===== config.mk =====
export PLATFORM = sky130hd
export DESIGN_NAME = partoserial_lane_flat
export DESIGN_NICKNAME = d
export VERILOG_FILES = /design/src/rtl/partoserial_lane_pkg.sv /design/src/rtl/partoserial_lane_if.sv /design/src/rtl/partoserial_lane_bit_counter.sv /design/src/rtl/partoserial_lane.sv /design/src/flat_wrapper.sv
export SDC_FILE = /design/constraint.sdc
export NUM_CORES = 1
export LEC_CHECK = 0
export CAP_MARGIN = 10
export CORE_MARGIN = 2
export CORE_UTILIZATION = 47
export DETAILED_ROUTE_END_ITERATION = 8
export PLACE_DENSITY = 0.74
export SETUP_SLACK_MARGIN = 0.3
export SLEW_MARGIN = 20
export SYNTH_ARGS = -nofsm -noshare
export SYNTH_HDL_FRONTEND = slang
export SYNTH_SLANG_ARGS = --single-unit

===== constraint.sdc =====
create_clock -name clk_8f -period 1.75 [get_ports clk_8f]
set_input_delay 0.2625 -clock clk_8f [delete_from_list [all_inputs] [get_ports clk_8f]]
set_output_delay 0.2625 -clock clk_8f [all_outputs]
set_load 0.02 [all_outputs]

===== src/rtl/partoserial_lane_pkg.sv =====
// -----------------------------------------------------------------------------
// partoserial_lane_pkg
// Shared lane PHY definitions: byte width, the COM training/filler character,
// the IDLE filler character and the serializer state encoding. The character
// constants are also used by the receive-side aligner.
// No ports.
// -----------------------------------------------------------------------------
package partoserial_lane_pkg;

    localparam int BYTE_W = 8;

    localparam logic [BYTE_W-1:0] COM_CHAR_DEF  = 8'hBC;
    localparam logic [BYTE_W-1:0] IDLE_CHAR_DEF = 8'h7C;

    typedef enum logic {
        SYNC   = 1'b0,
        ACTIVE = 1'b1
    } lane_state_e;

endpackage


===== src/rtl/partoserial_lane_if.sv =====
// -----------------------------------------------------------------------------
// partoserial_lane_if
// Upstream byte handshake between a byte source and the lane serializer.
//   data_in  : parallel byte from upstream
//   valid_in : data_in carries payload
//   byte_req : byte-slot strobe; the byte is consumed on the edge where it is high
// Modports: master = byte source, slave = serializer.
// -----------------------------------------------------------------------------
interface partoserial_lane_if;
    import partoserial_lane_pkg::*;

    logic [BYTE_W-1:0] data_in;
    logic              valid_in;
    logic              byte_req;

    modport master (
        output data_in,
        output valid_in,
        input  byte_req
    );

    modport slave (
        input  data_in,
        input  valid_in,
        output byte_req
    );

endinterface


===== src/rtl/partoserial_lane_bit_counter.sv =====
// -----------------------------------------------------------------------------
// lane_bit_counter
// Free-running 3-bit bit-position counter for an 8x bit clock. Resets to 7 so
// the first edge after reset release is a byte load edge. Shared with the
// receive-side deserializer.
// Ports:
//   clk   in  bit clock
//   rst_n in  asynchronous active-low reset
//   load  out high while the counter is at 7 (next edge starts a new byte)
// -----------------------------------------------------------------------------
module lane_bit_counter (
    input  logic clk,
    input  logic rst_n,
    output logic load
);

    logic [2:0] bit_cnt;

    always_ff @(posedge clk or negedge rst_n) begin
        if (!rst_n) begin
            bit_cnt <= 3'd7;
        end else begin
            bit_cnt <= bit_cnt + 3'd1;
        end
    end

    assign load = (bit_cnt == 3'd7);

endmodule


===== src/rtl/partoserial_lane.sv =====
// -----------------------------------------------------------------------------
// partoserial_lane
// Transmit-side lane serializer. Converts an 8-bit byte stream into a 1-bit
// MSB-first stream on clk_8f. After reset it sends SYNC_COUNT COM characters
// as a training preamble, then pulls one byte per slot from upstream and fills
// slots without valid data with a filler character.
//
// Optional feature macro: IDLE_CHAR_EN
//   defined   : empty ACTIVE slots carry IDLE_CHAR
//   undefined : empty slots carry COM_CHAR (IDLE_CHAR unused)
//
// State table:
//   state  | meaning
//   SYNC   | sending the COM preamble, upstream ignored, byte_req low
//   ACTIVE | carrying upstream bytes / filler, byte_req every 8 cycles
//
// Ports:
//   clk_8f   in   bit clock, 8x byte rate
//   reset_L  in   asynchronous active-low reset
//   lane     if   slave side of the upstream handshake (data_in, valid_in, byte_req)
//   out      out  registered serial bit stream
//   active   out  registered; preamble done, lane carrying upstream traffic
// -----------------------------------------------------------------------------
module partoserial_lane
    import partoserial_lane_pkg::*;
#(
    parameter int                SYNC_COUNT = 4,
    parameter logic [BYTE_W-1:0] COM_CHAR   = COM_CHAR_DEF,
    parameter logic [BYTE_W-1:0] IDLE_CHAR  = IDLE_CHAR_DEF
) (
    input  logic                clk_8f,
    input  logic                reset_L,
    partoserial_lane_if.slave   lane,
    output logic                out,
    output logic                active
);

`ifdef IDLE_CHAR_EN
    localparam bit USE_IDLE = 1'b1;
`else
    localparam bit USE_IDLE = 1'b0;
`endif

    localparam logic [BYTE_W-1:0] FILL_CHAR = USE_IDLE ? IDLE_CHAR : COM_CHAR;
    localparam logic [3:0]        SYNC_LAST = 4'(SYNC_COUNT - 1);

    lane_state_e       state, state_nxt;
    logic [3:0]        sync_cnt, sync_nxt;
    logic [BYTE_W-1:0] shreg, shreg_nxt;
    logic              load;

    lane_bit_counter u_bit_counter (
        .clk   (clk_8f),
        .rst_n (reset_L),
        .load  (load)
    );

    always_ff @(posedge clk_8f or negedge reset_L) begin
        if (!reset_L) begin
            state    <= SYNC;
            sync_cnt <= 4'd0;
            shreg    <= '0;
            active   <= 1'b0;
        end else begin
            state    <= state_nxt;
            sync_cnt <= sync_nxt;
            shreg    <= shreg_nxt;
            active   <= (state_nxt == ACTIVE);
        end
    end

    always_comb begin
        state_nxt = state;
        sync_nxt  = sync_cnt;
        shreg_nxt = {shreg[BYTE_W-2:0], 1'b0};
        if (load) begin
            unique case (state)
                SYNC: begin
                    shreg_nxt = COM_CHAR;
                    // Last preamble byte: switch over, counter parks at its final value.
                    if (sync_cnt == SYNC_LAST) begin
                        state_nxt = ACTIVE;
                    end else begin
                        sync_nxt = sync_cnt + 4'd1;
                    end
                end
                ACTIVE: begin
                    shreg_nxt = lane.valid_in ? lane.data_in : FILL_CHAR;
                end
                default: begin
                    state_nxt = SYNC;
                end
            endcase
        end
    end

    // Decoded only from flops so upstream sees a clean Moore strobe.
    assign lane.byte_req = (state == ACTIVE) && load;
    assign out           = shreg[BYTE_W-1];

endmodule


===== src/flat_wrapper.sv =====
// flat-port wrapper written by rule: the top's interface ports become plain ports
module partoserial_lane_flat import partoserial_lane_pkg::*;
#(
    parameter int                SYNC_COUNT = 4,
    parameter logic [BYTE_W-1:0] COM_CHAR   = COM_CHAR_DEF,
    parameter logic [BYTE_W-1:0] IDLE_CHAR  = IDLE_CHAR_DEF
)
  (clk_8f, reset_L, out, active, lane_data_in, lane_valid_in, lane_byte_req);
  partoserial_lane_if lane_i ();
  input  logic clk_8f;
  input  logic reset_L;
  output logic out;
  output logic active;
  input wire logic [$bits(lane_i.data_in)-1:0] lane_data_in;
  input wire logic [$bits(lane_i.valid_in)-1:0] lane_valid_in;
  output wire logic [$bits(lane_i.byte_req)-1:0] lane_byte_req;
  assign lane_i.data_in = lane_data_in;
  assign lane_i.valid_in = lane_valid_in;
  assign lane_byte_req = lane_i.byte_req;
  partoserial_lane #(.SYNC_COUNT(SYNC_COUNT), .COM_CHAR(COM_CHAR), .IDLE_CHAR(IDLE_CHAR)) u_core (.clk_8f(clk_8f), .reset_L(reset_L), .lane(lane_i), .out(out), .active(active));
endmodule

==> results.tsv, run 1 <==
metric	value	unit
PwrDens	711.2	nW/um2
Seq pwr share	57.9	%
final setup violation count	0	
Min Clock Period, post-route	1.605	ns
status	finished, final reports clean	
Num CTS Buffers	3	
Worst Skew	0.005099	ns
Area Overhead vs Synth	34.98	%
unrepaired setup endpoints after global routing	yes	
die height	42.13	um
Seq cells post-synth	16	
launch point of the worst reg-to-reg path	u_core.u_bit_counter.bit_cnt[0]$_DFF_PN1_	
slowest stage cell, crit path	dfstp_2	
die width	42.13	um
ANT cells	0	
Distinct cells, synth	20	
Mapped Avg Cell Area	11.78	um2
Reg clk slew, reported paths	0.09	ns
RD Place Congestion	0.6576	
final core utilization	69.14	%
row cnt	13	
GR Util All Layers	14.34	%
min-delay worst type	primary input to asynchronous set/reset pin	
CTS tree	done	
met2 WL post-DR	461	um
clock sinks	16	
Switching Share	19.08	%
largest net degree at the start of global routing	17	
Ports	14	
Cell Chain, Critical Path	ha_4 > ha_4 > buf_6 > nor2b_4 > nor2b_4 > mux2_4	
Fin. Hold Viols	0	
Nets	93	
DRC viols	0	
vias in the first global route	449	
CTS max path bufs	2	
Peak VDD IR	0.4672	mV
Vias/cell	4.731	
Crit Path Max Fanout	2	
post-CTS setup buffers	0	
Worst Setup End Kind	flip-flop	
Slew @ Worst Pin	0.2650	ns
layout cells sized above 1	26.92	%
Synth Instances	58	
worst endpoint required time	1.92	ns
antenna violations before repair	0	
register area share after synthesis	59.16	%
router iterations before antenna repair	2	
switching power	0.1252	mW
Tot Pwr	0.6558	mW
initial DRC count	2	
Port Buffer Count	13	
vias after detailed routing	440	
total routed wirelength	1.051	mm
Hold Buf Count CTS	0	
CORE AREA	1334	um2
DRT met1 WL	515	um
clock power share	35.1	%
Combinational Power Share	7.0	%
Max Freq	0.6230	GHz
Overflow after GRT	0	
Post-DP HPWL	745.6	um
Initial Utilization	51.22	%
beginning of the critical path	u_core.u_bit_counter.bit_cnt[0]$_DFF_PN1_	
Max Cap Viol	0	
crit path DAT	1.77	ns
top sig layer	met4	
Lkg Pwr	0.4038	nW
Clock Latency Late Sink	0.27	ns
Clock Root Buffer	clkbuf_4	
wire per inst	11.30	um
post-route ant nets	0	
Final period util	91.72	%
first-pass GRT wire length	1.925	mm
die area	1775	um2
Final Slew Violations	0	
total negative slack	0	ns
DR WL met3	58	um
Max H-tree Level	1	
CP Class	flip-flop to flip-flop	
Worst setup SP type	flip-flop	
syn_nets	72	
Ys Warns	0	
Post-Syn Area	683.2	um2
CP peak stage delay	0.56	ns
Internal	0.5307	mW
Worst slew margin	82.29	%
-- area by class of cell --
class	instances	area (um2)
Sequential cell	16	404.1
Tap cell	15	18.77
Fill cell	100	411.6
Clock buffer	4	36.28
Timing Repair Buffer	18	173.9
Multi-Input combinational cell	37	277.8
Inverter	3	11.26
-- critical path: cells and delay by family (launching register included) --
| family | cells | cell delay [ns] |
|---|---|---|
| DFF | 1 | 0.56 |
| and+or+nand+nor | 2 | 0.31 |
| adders and majority gates | 2 | 0.26 |
| muxes | 1 | 0.30 |
| buffers and inverters | 1 | 0.08 |
-- synthesized netlist by cell type, drive strengths merged --
library cell / number / area share, %
a21o: 1 / 1.1
nand4: 1 / 0.92
mux2: 2 / 3.8
inv: 3 / 1.6
o22ai: 2 / 1.8
nor3b: 1 / 2.7
nand2: 5 / 2.7
dfstp: 3 / 12
nor2b: 3 / 4.9
xor2: 1 / 1.3
xnor2: 1 / 1.3
dfrtp: 13 / 48
buf: 2 / 2.4
ha: 3 / 5.5
and2: 1 / 0.92
a21oi: 5 / 3.7
nor2: 11 / 6.0
-- cell usage in the layout (no fill, tap or decap), types with 3 or more instances in the layout --
cell type	instances
clkbuf_4	3
nand2_1	5
nor2_1	11
clkdlybuf4s50_1	10
dfrtp_1	13
inv_1	3
buf_6	3
dfstp_2	3
buf_4	3
a21oi_1	5
-- power by group through the flow --
stage / combinational, mW / sequential, mW / clock, mW
2_1_floorplan: 0.0104 / 0.388 / 0
6_report: 0.0458 / 0.380 / 0.230
3_5_place_dp: 0.0472 / 0.387 / 0
5_1_grt: 0.0521 / 0.381 / 0.263
4_1_cts: 0.0468 / 0.380 / 0.243
3_3_place_gp: 0.0467 / 0.387 / 0
-- kinds of logic (layout without fill, tap and decap cells) --
| kind of cell | count (synthesis) | count (layout) | synth area share (%) |
|---|---|---|---|
| buffers and inverters | 5 | 25 | 4.028 |
| flip-flops | 16 | 16 | 59.16 |
| adder cells (fa/ha/maj) | 3 | 3 | 5.495 |
| AO/OA/AOI/OAI | 8 | 8 | 6.593 |
| XOR/XNOR | 2 | 2 | 2.565 |
| AND/OR/NAND/NOR | 22 | 22 | 18.32 |
| multiplexers | 2 | 2 | 3.845 |
-- state kept, by name (all words and copies together), names as in the netlist --
signal                        flops
u_core.shreg                      8
u_core.sync_cnt                   4
u_core.u_bit_counter.bit_cnt      3
u_core.active                     1
-- path summary, 6_finish.rpt --
check                                                             to  slack (ns)  depth (start not counted)
hold / removal                             u_core.shreg[2]$_DFF_PN0_        0.31                          2
min in group clk_8f        u_core.u_bit_counter.bit_cnt[0]$_DFF_PN1_        0.47                          1
max in group asynchronous  u_core.u_bit_counter.bit_cnt[2]$_DFF_PN1_        1.19                          2
setup / recovery                      u_core.sync_cnt[1]$_DFFE_PN0P_        0.14                          6
setup reg to reg                      u_core.sync_cnt[1]$_DFFE_PN0P_        0.14                          6
hold reg to reg            u_core.u_bit_counter.bit_cnt[0]$_DFF_PN1_        0.47                          1
-- per-stage QoR --
| step | instance area [um2] | cells | hold slack, ns | setup slack (ns) |
|---|---|---|---|---|
| after floorplan | 709.4 | 58 | -0.03309 | 0.1477 |
| after global placement | 879.6 | 89 | 0.4442 | -0.0005568 |
| after detailed placement | 879.6 | 89 | 0.4485 | -0.007949 |
| after CTS | 912.1 | 93 | 0.3019 | 0.1216 |
| after global routing | 922.1 | 93 | 0.3047 | 0.09064 |
| final | 922.1 | 93 | 0.3076 | 0.1449 |
-- metal layers --
metal | up-vias | global-route usage (%)
met4 | 0 | 7.500
met5 | - | 0
li1 | 229 | -
met1 | 200 | 18.61
met3 | 2 | 4.310
met2 | 9 | 21.56
-- what timing repair did --
action / 4_1_cts / 5_1_grt
pin swaps: 1 / 3
gates resized for setup: 7 / 3
endpoints found under the setup margin: 7 / 6
(Power assumes the default switching activity.)
==> inputs of run 2 (changes only) <==
--- a/config.mk
+++ b/config.mk
@@ -6,10 +6,12 @@
 export NUM_CORES = 1
 export LEC_CHECK = 0
 export CAP_MARGIN = 10
+export CELL_PAD_IN_SITES_DETAIL_PLACEMENT = 1
+export CELL_PAD_IN_SITES_GLOBAL_PLACEMENT = 1
 export CORE_MARGIN = 2
-export CORE_UTILIZATION = 47
+export CORE_UTILIZATION = 37
 export DETAILED_ROUTE_END_ITERATION = 8
-export PLACE_DENSITY = 0.74
+export PLACE_DENSITY = 0.8
 export SETUP_SLACK_MARGIN = 0.3
 export SLEW_MARGIN = 20
 export SYNTH_ARGS = -nofsm -noshare
==> results.tsv, run 2 (same netlist as run 1, synthesis figures left out) <==
metric	value	unit
router iterations before antenna repair	3	
CTS tree	done	
Peak VDD IR	0.3784	mV
Min Clock Period, post-route	1.639	ns
Hold Buf Count CTS	0	
Cell Chain, Critical Path	ha_4 > ha_4 > and2_2 > buf_6	
layout cells sized above 1	28.75	%
largest net degree at the start of global routing	17	
Num CTS Buffers	3	
CORE AREA	1727	um2
vias in the first global route	460	
crit path DAT	1.38	ns
min-delay worst type	primary input to asynchronous set/reset pin	
final setup violation count	0	
Fin Hold WS	0.2986	ns
most used cell along the critical path	ha_4	
most common cell after layout, fill and taps aside	dfrtp_1	
Crit path buffers/inverters	1	
Worst slew margin	82.07	%
Worst Skew	0.001452	ns
die width	46.97	um
Reg with most FFs	u_core.shreg	
row cnt	15	
antenna violations before repair	0	
PwrDens	695.6	nW/um2
die area	2206	um2
ANT cells	0	
status	finished, final reports clean	
total routed wirelength	1.440	mm
initial DRC count	3	
max reg flops	8	
Ports	14	
Max H-tree Level	1	
Crit Path Max Fanout	2	
GR Util All Layers	13.81	%
RD Place Congestion	0.6439	
Clock Latency Late Sink	0.30	ns
CP Class	flip-flop to output pin	
final core utilization	56.74	%
Vias/cell	4.505	
Reg clk slew, reported paths	0.10	ns
DRC viols	0	
total negative slack	0	ns
Post-DP HPWL	860.1	um
clock sinks	16	
Max Cap Viol	0	
first-pass GRT wire length	2.007	mm
Worst Setup End Kind	output pin	
Initial Utilization	39.57	%
Final Slew Violations	0	
Clock Root Buffer	clkbuf_4	
Worst setup SP type	flip-flop	
Lkg Pwr	0.4220	nW
Slew @ Worst Pin	0.2683	ns
post-route ant nets	0	
Tot Pwr	0.6815	mW
most frequent cells in the layout	dfrtp_1, nor2_1, clkdlybuf4s50_1, nand2_1, a21oi_1	
worst endpoint required time	1.49	ns
Final period util	93.68	%
slowest stage cell, crit path	dfstp_2	
CP peak stage delay	0.57	ns
Max Freq	0.6100	GHz
vias after detailed routing	473	
CTS max path bufs	2	
die height	46.97	um
Overflow after GRT	0	
Fin. Hold Viols	0	
wire per inst	13.71	um
Area Overhead vs Synth	43.41	%
Nets	95	
unrepaired setup endpoints after global routing	yes	
Port Buffer Count	13	
Fill cells	192	
CP top delay family	flip-flops	
biggest regs	u_core.shreg: 8 flops, u_core.sync_cnt: 4 flops, u_core.u_bit_counter.bit_cnt: 3 flops	
-- run 2: cell types whose count changed in the layout (fill, tap and decap cells not counted) --
cell	change
clkbuf_16	+1
buf_12	+1
-- run 2: area by class of cell --
class | instances | area [um2] | share of cell area, %
well taps | 25 | 31.28 | 3.193
flip-flops and latches | 16 | 404.1 | 41.25
repair buffers | 20 | 219.0 | 22.35
multi-input cells | 37 | 277.8 | 28.35
inverters | 3 | 11.26 | 1.149
clock buffers | 4 | 36.28 | 3.704
-- run 2: worst paths after layout --
check,startpoint,endpoint,slack [ns],depth (start not counted)
max,u_core.u_bit_counter.bit_cnt[0]$_DFF_PN1_,lane_byte_req,0.11,4
min,reset_L,u_core.shreg[3]$_DFF_PN0_,0.30,2
max reg2reg,u_core.u_bit_counter.bit_cnt[0]$_DFF_PN1_,u_core.sync_cnt[1]$_DFFE_PN0P_,0.13,6
min reg2reg,u_core.u_bit_counter.bit_cnt[0]$_DFF_PN1_,u_core.u_bit_counter.bit_cnt[0]$_DFF_PN1_,0.47,1
max in group asynchronous,reset_L,u_core.u_bit_counter.bit_cnt[1]$_DFF_PN1_,1.20,2
min in group clk_8f,u_core.u_bit_counter.bit_cnt[0]$_DFF_PN1_,u_core.u_bit_counter.bit_cnt[0]$_DFF_PN1_,0.47,1
-- run 2: worst reg2reg max path, stage by stage, from the launching register on --
cell and delay, ns:
dfstp_2 0.57, ha_4 0.14, ha_4 0.12, buf_6 0.08, nor2b_4 0.14, nor2b_4 0.17
mux2_4 0.30
-- run 2: stage by stage --
stage / worst slack (ns) / instances / cell area (um2)
final: 0.1106 / 105 / 979.7
after global routing: 0.06015 / 105 / 979.7
after detailed placement: -0.01957 / 98 / 884.6
after floorplan: 0.1477 / 58 / 709.4
after global placement: -0.01261 / 98 / 884.6
after CTS: 0.08208 / 103 / 924.6
-- run 2: metal layers --
| layer | part of all wire [%] | vias up | GRT usage, % |
|---|---|---|---|
| met4 | 3.1 | 0 | 10.00 |
| met3 | 3.8 | 5 | 2.308 |
| li1 | - | 232 | - |
| met1 | 45 | 225 | 17.59 |
| met2 | 48 | 11 | 21.10 |
| met5 | 0 | - | 0 |
-- run 2: what timing repair did --
item / in CTS / in global routing
pin swaps: 1 / 2
hold endpoints to repair: 0 / 0
endpoints found under the setup margin: 6 / 10
gates cloned: 0 / 1
setup buffers: 1 / 1
gates resized for setup: 7 / 6
-- run 2: report_power, final --
group	switching [mW]	internal [mW]	leakage, nW
registers	0.00244	0.378	0.180
logic	0.0203	0.0268	0.221
clock network	0.127	0.127	0.0210
==> inputs of run 3 (changes only) <==
--- a/config.mk
+++ b/config.mk
@@ -9,9 +9,10 @@
 export CELL_PAD_IN_SITES_DETAIL_PLACEMENT = 1
 export CELL_PAD_IN_SITES_GLOBAL_PLACEMENT = 1
 export CORE_MARGIN = 2
-export CORE_UTILIZATION = 37
+export CORE_UTILIZATION = 40
+export CTS_BUF_LIST = sky130_fd_sc_hd__clkbuf_4 sky130_fd_sc_hd__clkbuf_8
 export DETAILED_ROUTE_END_ITERATION = 8
-export PLACE_DENSITY = 0.8
+export PLACE_DENSITY = 0.85
 export SETUP_SLACK_MARGIN = 0.3
 export SLEW_MARGIN = 20
 export SYNTH_ARGS = -nofsm -noshare
==> results.tsv, run 3 (same netlist as run 1, synthesis figures left out) <==
metric	value	unit
status	finished, final reports clean	
ANT cells	0	
Slew @ Worst Pin	0.2715	ns
biggest regs	u_core.shreg: 8 flops, u_core.sync_cnt: 4 flops, u_core.u_bit_counter.bit_cnt: 3 flops	
antenna violations before repair	0	
Max Freq	0.6147	GHz
unrepaired setup endpoints after global routing	yes	
Final period util	92.96	%
Vias/cell	4.968	
Lkg Pwr	0.4035	nW
post-CTS setup buffers	0	
Overflow after GRT	0	
RD Place Congestion	0.6849	
layout cells sized above 1	28.21	%
Worst Skew	0.005641	ns
first-pass GRT wire length	2.132	mm
DRC viols	0	
max reg flops	8	
Max H-tree Level	1	
CTS max path bufs	2	
crit path DAT	1.81	ns
final setup violation count	0	
GR Util All Layers	15.83	%
placed insts	90	
CP Class	flip-flop to flip-flop	
vias in the first global route	453	
row cnt	14	
Port Buffer Count	13	
Initial Utilization	43.82	%
Fin. Hold Viols	0	
most frequent cells in the layout	dfrtp_1, nor2_1, clkdlybuf4s50_1, nand2_1, a21oi_1	
Num CTS Buffers	3	
Hold Buf Count CTS	0	
Worst setup SP type	flip-flop	
worst endpoint required time	1.93	ns
Area Overhead vs Synth	35.90	%
wire per inst	12.79	um
PwrDens	689.3	nW/um2
Worst Setup End Kind	flip-flop	
Min Clock Period, post-route	1.627	ns
Tot Pwr	0.6400	mW
die area	2054	um2
non-filler instance count after layout	94	
Nets	93	
post-route ant nets	0	
Peak VDD IR	0.4769	mV
Final Slew Violations	0	
die width	45.33	um
largest net degree at the start of global routing	17	
Max Cap Viol	0	
Clock Latency Late Sink	0.29	ns
Crit Path Max Fanout	2	
Worst slew margin	81.86	%
Clock Root Buffer	clkbuf_4	
CTS tree	done	
router iterations before antenna repair	1	
Reg clk slew, reported paths	0.09	ns
Reg with most FFs	u_core.shreg	
total routed wirelength	1.202	mm
most common cell after layout, fill and taps aside	dfrtp_1	
clock sinks	16	
min-delay worst type	primary input to asynchronous set/reset pin	
CORE AREA	1559	um2
Post-DP HPWL	937.4	um
vias after detailed routing	467	
Ports	14	
initial DRC count	0	
die height	45.33	um
run 3: cell types whose count changed in the layout (fill, tap and decap cells not counted):
cell and change:
buf_12 -1, buf_4 -1, buf_6 +1, clkbuf_16 -1, clkbuf_4 +1, clkbuf_8 -1, xor2_1 -1, xor2_2 +1
run 3: area by class of cell:
cell class | count | area [um2]
multi-input cells | 37 | 285.3
clock buffers | 4 | 30.03
fillers | 166 | 630.6
inverters | 3 | 11.26
flip-flops and latches | 16 | 404.1
repair buffers | 18 | 177.7
well taps | 16 | 20.02
run 3: stage by stage:
step | instance area [um2] | setup WS (ns) | TNS [ns] | hold WS [ns] | utilization, %
2_1_floorplan | 709.4 | 0.1477 | 0 | -0.03309 | -
3_3_place_gp | 880.8 | 0.003323 | 0 | 0.4443 | 56.50
3_5_place_dp | 880.8 | -0.03074 | -0.03074 | 0.4458 | 56.50
6_report | 928.4 | 0.1233 | 0 | 0.2922 | 59.55
5_1_grt | 928.4 | 0.07143 | 0 | 0.3218 | 59.55
4_1_cts | 918.4 | 0.09805 | 0 | 0.2946 | 58.91
run 3: timing repair:
item | CTS | global route
pin swaps | 1 | 2
setup endpoints to repair | 7 | 7
gates resized for setup | 9 | 3
endpoints found under the hold margin | 0 | 0
run 3: final timing paths:
| path | cells after the start | startpoint | end | slack [ns] |
|---|---|---|---|---|
| setup / recovery | 6 | u_core.u_bit_counter.bit_cnt[0]$_DFF_PN1_ | u_core.sync_cnt[1]$_DFFE_PN0P_ | 0.12 |
| hold / removal | 2 | reset_L | u_core.sync_cnt[3]$_DFFE_PN0P_ | 0.29 |
| setup reg to reg | 6 | u_core.u_bit_counter.bit_cnt[0]$_DFF_PN1_ | u_core.sync_cnt[1]$_DFFE_PN0P_ | 0.12 |
| hold reg to reg | 1 | u_core.u_bit_counter.bit_cnt[0]$_DFF_PN1_ | u_core.u_bit_counter.bit_cnt[0]$_DFF_PN1_ | 0.47 |
| max in group asynchronous | 2 | reset_L | u_core.u_bit_counter.bit_cnt[2]$_DFF_PN1_ | 1.21 |
| min in group clk_8f | 1 | u_core.u_bit_counter.bit_cnt[0]$_DFF_PN1_ | u_core.u_bit_counter.bit_cnt[0]$_DFF_PN1_ | 0.47 |
run 3: critical path, cell delays in order (launching register included):
cell and delay (ns):
dfstp_2 0.56, ha_4 0.14, ha_4 0.12, buf_6 0.08
nor2b_4 0.14, nor2b_4 0.17, mux2_4 0.30
run 3: layer usage:
layer | up-vias | part of all wire [%] | GRT usage, %
li1 | 229 | - | -
met1 | 224 | 42 | 17.74
met2 | 10 | 51 | 25.71
met3 | 4 | 3.2 | 3.600
met4 | 0 | 3.8 | 12.35
met5 | - | 0 | 0
run 3: power breakdown:
group	leakage (nW)	internal [mW]	switching [mW]
sequential	0.180	0.378	0.00213
combinational	0.205	0.0268	0.0197
clock	0.0184	0.104	0.110
